$ cat src/rtl/lane_run_detector_pkg.sv
// Shared types and width helpers for the lane run detector (package lane_pkg).
package lane_pkg;

  function automatic int unsigned idx_w(input int unsigned n);
    return (n > 32'd1) ? $clog2(n) : 32'd1;
  endfunction

  localparam int unsigned IMG_W_DFLT = 32'd640;
  localparam int unsigned IMG_H_DFLT = 32'd480;
  localparam int unsigned ROW_W_DFLT = idx_w(IMG_H_DFLT);
  localparam int unsigned X_W_DFLT   = idx_w(IMG_W_DFLT);
  localparam int unsigned WID_W_DFLT = $clog2(IMG_W_DFLT + 32'd1);

  // Run record for the default 640x480 geometry; the top derives its own for other sizes.
  typedef struct packed {
    logic [ROW_W_DFLT-1:0] row;
    logic [X_W_DFLT-1:0]   x;
    logic [WID_W_DFLT-1:0] width;
  } lane_run_t;

  typedef enum logic {
    ST_IDLE = 1'b0,
    ST_RUN  = 1'b1
  } run_state_e;

endpackage

$ cat src/rtl/lane_run_detector_if.sv
// Pixel input and run-record output bundle of the lane run detector.
interface lane_run_detector_if #(
  parameter int unsigned ROW_W = 9,
  parameter int unsigned X_W   = 10,
  parameter int unsigned WID_W = 10
);
  logic             pix_valid;
  logic             pix_bit;
  logic             out_valid;
  logic             out_ready;
  logic [ROW_W-1:0] out_row;
  logic [X_W-1:0]   out_x;
  logic [WID_W-1:0] out_width;

  modport master (
    output pix_valid, pix_bit, out_ready,
    input  out_valid, out_row, out_x, out_width
  );

  modport slave (
    input  pix_valid, pix_bit, out_ready,
    output out_valid, out_row, out_x, out_width
  );
endinterface

$ cat src/rtl/lane_run_detector_fifo.sv
// First-word-fall-through record queue; head entry is visible whenever not empty.
module lane_run_fifo
  import lane_pkg::*;
#(
  parameter int unsigned DEPTH = 4,
  parameter type         T     = lane_run_t
) (
  input  logic clk,
  input  logic rst_n,
  input  logic push_i,
  input  T     data_i,
  input  logic pop_i,
  output T     data_o,
  output logic full_o,
  output logic empty_o
);
  localparam int unsigned AW = idx_w(DEPTH);

  T           mem_q [DEPTH];
  logic [AW:0] wr_q;
  logic [AW:0] rd_q;
  logic        do_push_s;
  logic        do_pop_s;

  // Full-with-pop frees the head slot on the same edge, so the push is allowed.
  always_comb begin
    do_pop_s  = pop_i & ~empty_o;
    do_push_s = push_i & (~full_o | do_pop_s);
  end

  assign empty_o = (wr_q == rd_q);
  assign full_o  = (wr_q[AW] != rd_q[AW]) && (wr_q[AW-1:0] == rd_q[AW-1:0]);
  assign data_o  = mem_q[rd_q[AW-1:0]];

  // Storage and pointer update.
  always_ff @(posedge clk or negedge rst_n) begin
    if (!rst_n) begin
      wr_q <= '0;
      rd_q <= '0;
      for (int i = 0; i < int'(DEPTH); i++) begin
        mem_q[i] <= '0;
      end
    end else begin
      if (do_push_s) begin
        mem_q[wr_q[AW-1:0]] <= data_i;
        wr_q                <= wr_q + (AW+1)'(1);
      end
      if (do_pop_s) begin
        rd_q <= rd_q + (AW+1)'(1);
      end
    end
  end

endmodule

$ cat src/rtl/lane_run_detector.sv
// Finds horizontal runs in the lane-mask stream and queues width-qualified {row, x, width} records.
// Optional LANE_RUN_DROP_CNT_EN adds a saturating counter of records lost to a full queue.
module lane_run_detector
  import lane_pkg::*;
#(
  parameter int unsigned IMG_W      = 640,
  parameter int unsigned IMG_H      = 480,
  parameter int unsigned MIN_W      = 3,
  parameter int unsigned MAX_W      = 40,
  parameter int unsigned FIFO_DEPTH = 4
) (
  input  logic                clk,
  input  logic                rst_n,
  lane_run_detector_if.slave  bus,
  output logic                frame_end
`ifdef LANE_RUN_DROP_CNT_EN
  ,
  output logic [15:0]         drop_cnt
`endif
);
  localparam int unsigned RB = idx_w(IMG_H);
  localparam int unsigned XB = idx_w(IMG_W);
  localparam int unsigned WB = $clog2(IMG_W + 32'd1);

  typedef struct packed {
    logic [RB-1:0] row;
    logic [XB-1:0] x;
    logic [WB-1:0] width;
  } rec_t;

  logic [XB-1:0] col_q, col_d;
  logic [RB-1:0] row_q, row_d;
  run_state_e    state_q, state_d;
  logic [XB-1:0] xs_q, xs_d;
  logic [WB-1:0] len_q, len_d;
  logic          frame_end_q, frame_end_d;

  logic          last_col_s, last_row_s;
  logic          term_s, qual_s, push_ok_s;
  logic [XB-1:0] term_x_s;
  logic [WB-1:0] term_len_s;
  logic          fifo_full_s, fifo_empty_s;
  rec_t          rec_s, head_s;

  assign last_col_s = (col_q == XB'(IMG_W - 32'd1));
  assign last_row_s = (row_q == RB'(IMG_H - 32'd1));

  // Raster position; frame_end is set by the edge that samples the last pixel of the frame.
  always_comb begin
    col_d       = col_q;
    row_d       = row_q;
    frame_end_d = 1'b0;
    if (bus.pix_valid) begin
      if (last_col_s) begin
        col_d       = '0;
        row_d       = last_row_s ? '0 : row_q + RB'(1);
        frame_end_d = last_row_s;
      end else begin
        col_d = col_q + XB'(1);
      end
    end else begin
      frame_end_d = 1'b0;
    end
  end

  // Run tracker: the last column of a row always closes the run, including that pixel if set.
  always_comb begin
    state_d    = state_q;
    xs_d       = xs_q;
    len_d      = len_q;
    term_s     = 1'b0;
    term_x_s   = xs_q;
    term_len_s = len_q;
    if (bus.pix_valid) begin
      case (state_q)
        ST_IDLE: begin
          if (bus.pix_bit) begin
            if (last_col_s) begin
              term_s     = 1'b1;
              term_x_s   = col_q;
              term_len_s = WB'(1);
            end else begin
              state_d = ST_RUN;
              xs_d    = col_q;
              len_d   = WB'(1);
            end
          end else begin
            state_d = ST_IDLE;
          end
        end
        ST_RUN: begin
          if (bus.pix_bit && !last_col_s) begin
            len_d = len_q + WB'(1);
          end else begin
            term_s     = 1'b1;
            term_len_s = bus.pix_bit ? (len_q + WB'(1)) : len_q;
            state_d    = ST_IDLE;
          end
        end
        default: begin
          state_d = ST_IDLE;
        end
      endcase
    end else begin
      state_d = state_q;
    end
  end

  // Width filter and queue admission.
  always_comb begin
    qual_s       = term_s && (term_len_s >= WB'(MIN_W)) && (term_len_s <= WB'(MAX_W));
    push_ok_s    = ~fifo_full_s | (bus.out_ready & ~fifo_empty_s);
    rec_s.row    = row_q;
    rec_s.x      = term_x_s;
    rec_s.width  = term_len_s;
  end

  // State register.
  always_ff @(posedge clk or negedge rst_n) begin
    if (!rst_n) begin
      col_q       <= '0;
      row_q       <= '0;
      state_q     <= ST_IDLE;
      xs_q        <= '0;
      len_q       <= '0;
      frame_end_q <= 1'b0;
    end else begin
      col_q       <= col_d;
      row_q       <= row_d;
      state_q     <= state_d;
      xs_q        <= xs_d;
      len_q       <= len_d;
      frame_end_q <= frame_end_d;
    end
  end

  lane_run_fifo #(
    .DEPTH (FIFO_DEPTH),
    .T     (rec_t)
  ) u_fifo (
    .clk     (clk),
    .rst_n   (rst_n),
    .push_i  (qual_s & push_ok_s),
    .data_i  (rec_s),
    .pop_i   (bus.out_ready),
    .data_o  (head_s),
    .full_o  (fifo_full_s),
    .empty_o (fifo_empty_s)
  );

  assign bus.out_valid = ~fifo_empty_s;
  assign bus.out_row   = head_s.row;
  assign bus.out_x     = head_s.x;
  assign bus.out_width = head_s.width;
  assign frame_end     = frame_end_q;

`ifdef LANE_RUN_DROP_CNT_EN
  logic [15:0] drop_cnt_q;

  // Saturating count of qualifying runs that found no room in the queue.
  always_ff @(posedge clk or negedge rst_n) begin
    if (!rst_n) begin
      drop_cnt_q <= 16'd0;
    end else if (qual_s && !push_ok_s && (drop_cnt_q != 16'hFFFF)) begin
      drop_cnt_q <= drop_cnt_q + 16'd1;
    end
  end

  assign drop_cnt = drop_cnt_q;
`endif

endmodule

$ cat src/flat_wrapper.sv
// flat-port wrapper written by rule: the top's interface ports become plain ports
module lane_run_detector_flat import lane_pkg::*;
#(
  parameter int unsigned IMG_W      = 640,
  parameter int unsigned IMG_H      = 480,
  parameter int unsigned MIN_W      = 3,
  parameter int unsigned MAX_W      = 40,
  parameter int unsigned FIFO_DEPTH = 4
)
  (clk, rst_n, frame_end, bus_pix_valid, bus_pix_bit, bus_out_ready, bus_out_valid, bus_out_row, bus_out_x, bus_out_width);
  lane_run_detector_if #(.ROW_W(2), .X_W(4), .WID_W(5)) bus_i ();
  input  logic clk;
  input  logic rst_n;
  output logic frame_end;
  input wire logic [$bits(bus_i.pix_valid)-1:0] bus_pix_valid;
  input wire logic [$bits(bus_i.pix_bit)-1:0] bus_pix_bit;
  input wire logic [$bits(bus_i.out_ready)-1:0] bus_out_ready;
  output wire logic [$bits(bus_i.out_valid)-1:0] bus_out_valid;
  output wire logic [$bits(bus_i.out_row)-1:0] bus_out_row;
  output wire logic [$bits(bus_i.out_x)-1:0] bus_out_x;
  output wire logic [$bits(bus_i.out_width)-1:0] bus_out_width;
  assign bus_i.pix_valid = bus_pix_valid;
  assign bus_i.pix_bit = bus_pix_bit;
  assign bus_i.out_ready = bus_out_ready;
  assign bus_out_valid = bus_i.out_valid;
  assign bus_out_row = bus_i.out_row;
  assign bus_out_x = bus_i.out_x;
  assign bus_out_width = bus_i.out_width;
  lane_run_detector #(.IMG_W(IMG_W), .IMG_H(IMG_H), .MIN_W(MIN_W), .MAX_W(MAX_W), .FIFO_DEPTH(FIFO_DEPTH)) u_core (.clk(clk), .rst_n(rst_n), .bus(bus_i), .frame_end(frame_end));
endmodule
$ cat config.mk
export PLATFORM = sky130hd
export DESIGN_NAME = lane_run_detector_flat
export DESIGN_NICKNAME = d
export VERILOG_FILES = /design/src/rtl/lane_run_detector_pkg.sv /design/src/rtl/lane_run_detector_if.sv /design/src/rtl/lane_run_detector_fifo.sv /design/src/rtl/lane_run_detector.sv /design/src/flat_wrapper.sv
export SDC_FILE = /design/constraint.sdc
export NUM_CORES = 1
export LEC_CHECK = 0
export CAP_MARGIN = 20
export CORE_UTILIZATION = 25
export DETAILED_ROUTE_END_ITERATION = 6
export MAX_ROUTING_LAYER = met4
export PLACE_DENSITY_LB_ADDON = 0.1
export REMOVE_ABC_BUFFERS = 1
export SETUP_SLACK_MARGIN = 0.15
export SYNTH_ARGS = -nofsm -noshare
export SYNTH_HDL_FRONTEND = slang
export SYNTH_SLANG_ARGS = --single-unit
$ cat constraint.sdc
create_clock -name clk -period 5.9 [get_ports clk]
set_input_delay 1.18 -clock clk [delete_from_list [all_inputs] [get_ports clk]]
set_output_delay 1.18 -clock clk [all_outputs]
set_load 0.05 [all_outputs]
==> reports/results.ini <==
[clock_tree]
cts_max_level = 3
clock_sinks = 85
cts_tree = yes
holdBufCountCts = 0
cts-root-buf = clkbuf_16
clk_pin_slew_worst_paths_ns = 0.06
clock_latency_ns = 0.35
post_cts_buffers = 0
cts_resized = 0
cts_buffer_depth = 2
cts_made_buffers = 9

[detailed_routing]
drtIter0Drc = 56
vias = 2786
remaining_drc_errors = 0
wl_per_cell_um = 16.3
firstDrtPassIters = 4
routed_wl_um = 9650
drtAntennaViolNets = 0
via_per_inst = 4.71

[cells_and_area]
multiInputGateArea_sq_um = 2060
drive_above_1_share = 0.167
syn2layout_area_growth_pct = 16.8
fillers = 1663
layout.nets = 381
num_antenna_cells = 0
register_area_sq_um = 2130

[place]
finalWeightedCongestion = 0.765
hpwl_um = 6630
numPortBuffers = 17

[global_routing]
grt_most_used_layer = met2
grt_max_degree = 66
grt_usage = 0.126
antenna_found_initial = 0
grt_pass1_wl_um = 16200
grt-ovfl-total = 0
grt_use_met3 = 0.0356
grt.met2_usage = 0.189
use_met1 = 0.159
grt_pass1_vias = 2850

[timing]
finalCritPeriodShare = 0.749
rsz0062_at_grt = false
drv_slew = 0
setup_tns_ns = 0
max_freq_mhz = 226
tightest_slew_ns = 0.952
final-hold-violation-count = 0
slew_headroom = 0.365
setup-violations-final = 0
finClkSkew_ns = 0.00627
period_minus_slack_ns = 4.42

[floorplan]
rows = 47
initial_utilization = 0.257
die_area_sq_um = 17700
die_w_um = 133
ioPinCount = 18
core_sq_um = 16600
fp.dieH_um = 133

[yosys]
synth_area_leaders = dfrtp_1 50%, mux2_1 10%, mux4_2 5.8%
syn_area_sq_um = 4290
synth_ff_type = dfrtp_1
syn_avg_cell_area_sq_um = 12.3
syn-instance-count = 347
synth_top_area_cell = dfrtp_1
synth_edf_count = 0
ys_seq_elements = 85
yosysSeqAreaShare = 0.496
synth_cell_types = 52
netlist.area_leader.share = 0.496
async_flop_share = 1.00
yosys_warnings = 0

[status]
status = finished, final reports clean

[critical_path]
cp-start-kind = input port
worst-path-stages = 9
required_ns = 6.13
worstPathArrival_ns = 4.65
rr_worst_depth = 8
path_class = in2reg
end_kind = flip-flop
critPathMaxFanout = 12
max_stage_delay_ns = 0.62
crit_family = simple AND/OR/NAND/NOR gates
cp_cell_sequence = clkdlybuf4s50_1 > nand4b_1 > or3_1 > or4b_1 > o31ai_2 > a311oi_4 > nor4b_4 > buf_4 > mux2_2
critPathBufInv = 2
cpMaxStageDelayCell = nor4b_4

[power_and_ir_drop]
power.total_mw = 2.21
p_leak_nw = 2.14
power_density_nw_per_um2 = 441
max-vdd-ir-drop_mv = 0.282

[worst_hold_path]
hold_path.class = reg2reg
worstHoldPathCells = 1

[job]
drv_cap = 0

## through the flow
step	worst slack (ns)	hold slack, ns	utilization	cell area [sq um]	cells
6_report	1.48	0.470	0.301	5010	591
5_1_grt	1.24	0.497	0.301	5010	591
4_1_cts	1.45	0.475	0.301	5010	591
3_5_place_dp	1.08	0.463	0.283	4720	577
3_3_place_gp	1.15	0.463	0.283	4720	577
2_1_floorplan	1.87	0.445	-	4210	332
## sequential cells by signal (all words and copies together), names as in the netlist
| register | count |
|---|---|
| u_core.col_q | 10 |
| u_core.frame_end | 1 |
| u_core.len_q | 10 |
| u_core.row_q | 9 |
| u_core.state_q | 1 |
| u_core.u_fifo.mem_q | 44 |
| u_core.u_fifo.rd_q | 3 |
| u_core.u_fifo.wr_q | 3 |
| u_core.xs_q | 4 |
## path summary, 6_finish.rpt
| check | startpoint | to | slack (ns) |
|---|---|---|---|
| min reg2reg | u_core.col_q[6]$_DFFE_PN0P_ | u_core.col_q[6]$_DFFE_PN0P_ | 0.47 |
| min in group asynchronous | rst_n | u_core.col_q[5]$_DFFE_PN0P_ | 0.72 |
| min | u_core.col_q[6]$_DFFE_PN0P_ | u_core.col_q[6]$_DFFE_PN0P_ | 0.47 |
| max | bus_pix_bit | u_core.u_fifo.mem_q[0]$_DFFE_PN0P_ | 1.48 |
| max in group asynchronous | rst_n | u_core.u_fifo.mem_q[31]$_DFFE_PN0P_ | 4.04 |
| max reg2reg | u_core.col_q[3]$_DFFE_PN0P_ | u_core.u_fifo.mem_q[0]$_DFFE_PN0P_ | 2.09 |
## placed cells by master (no fill, tap or decap), types with 4 or more instances in the layout
cell / netlist / final
mux2_1: 39 / 39
and3_1: 4 / 4
nand2_1: 28 / 28
ha_1: 8 / 8
nand3_1: 7 / 7
clkdlybuf4s50_1: 0 / 16
buf_4: 4 / 9
o21ai_0: 20 / 20
xor2_1: 6 / 6
mux4_2: 11 / 11
a21o_1: 5 / 5
nor2_1: 8 / 8
or3_1: 6 / 6
dfrtp_1: 85 / 85
clkbuf_16: 0 / 9
inv_1: 7 / 7
a21oi_1: 7 / 7
xnor2_1: 15 / 15
nor3_1: 10 / 10
nand4_1: 8 / 8
mux2_2: 14 / 14
## logic make-up (layout without fill, tap and decap cells)
family                   after synthesis  count (layout)  share of synthesized area
flip-flops                            85              85                      0.496
buffers and inverters                 22              46                     0.0231
adder cells (fa/ha/maj)                8               8                     0.0234
XOR/XNOR                              21              21                     0.0429
AND/OR/NAND/NOR                       92              92                      0.124
multiplexers                          64              64                      0.197
AO/OA/AOI/OAI                         55              55                     0.0934
## synth_stat cells, types with 4 or more instances
library cell and n:
dfrtp_1 85, mux2_1 39, nand2_1 28, o21ai_0 20, xnor2_1 15, mux2_2 14
mux4_2 11, nor3_1 10, clkbuf_1 9, ha_1 8, nand4_1 8, nor2_1 8
a21oi_1 7, inv_1 7, nand3_1 7, or3_1 6, xor2_1 6, a21o_1 5
and3_1 4, buf_4 4
## area by class of cell
type / count / area share
inverter: 7 / 0.00525
multi-input combinational: 240 / 0.411
tap: 220 / 0.0550
clock inverter: 3 / 0.00950
clock buffer: 11 / 0.0485
timing repair buffer: 25 / 0.0455
sequential: 85 / 0.425
## layer usage
| layer | routed length, um | up-vias |
|---|---|---|
| met2 | 4500 | 40 |
| met1 | 4560 | 1395 |
| met4 | 200 | 0 |
| met3 | 391 | 17 |
| li1 | - | 1334 |
| met5 | 0 | - |
## power breakdown
part / total, mW / switching [mW] / internal [mW]
clock: 0.570 / 0.233 / 0.337
sequential: 0.916 / 0.174 / 0.742
combinational: 0.720 / 0.381 / 0.339
total: 2.21 / 0.789 / 1.42
Power figures use the tool's default switching activity.
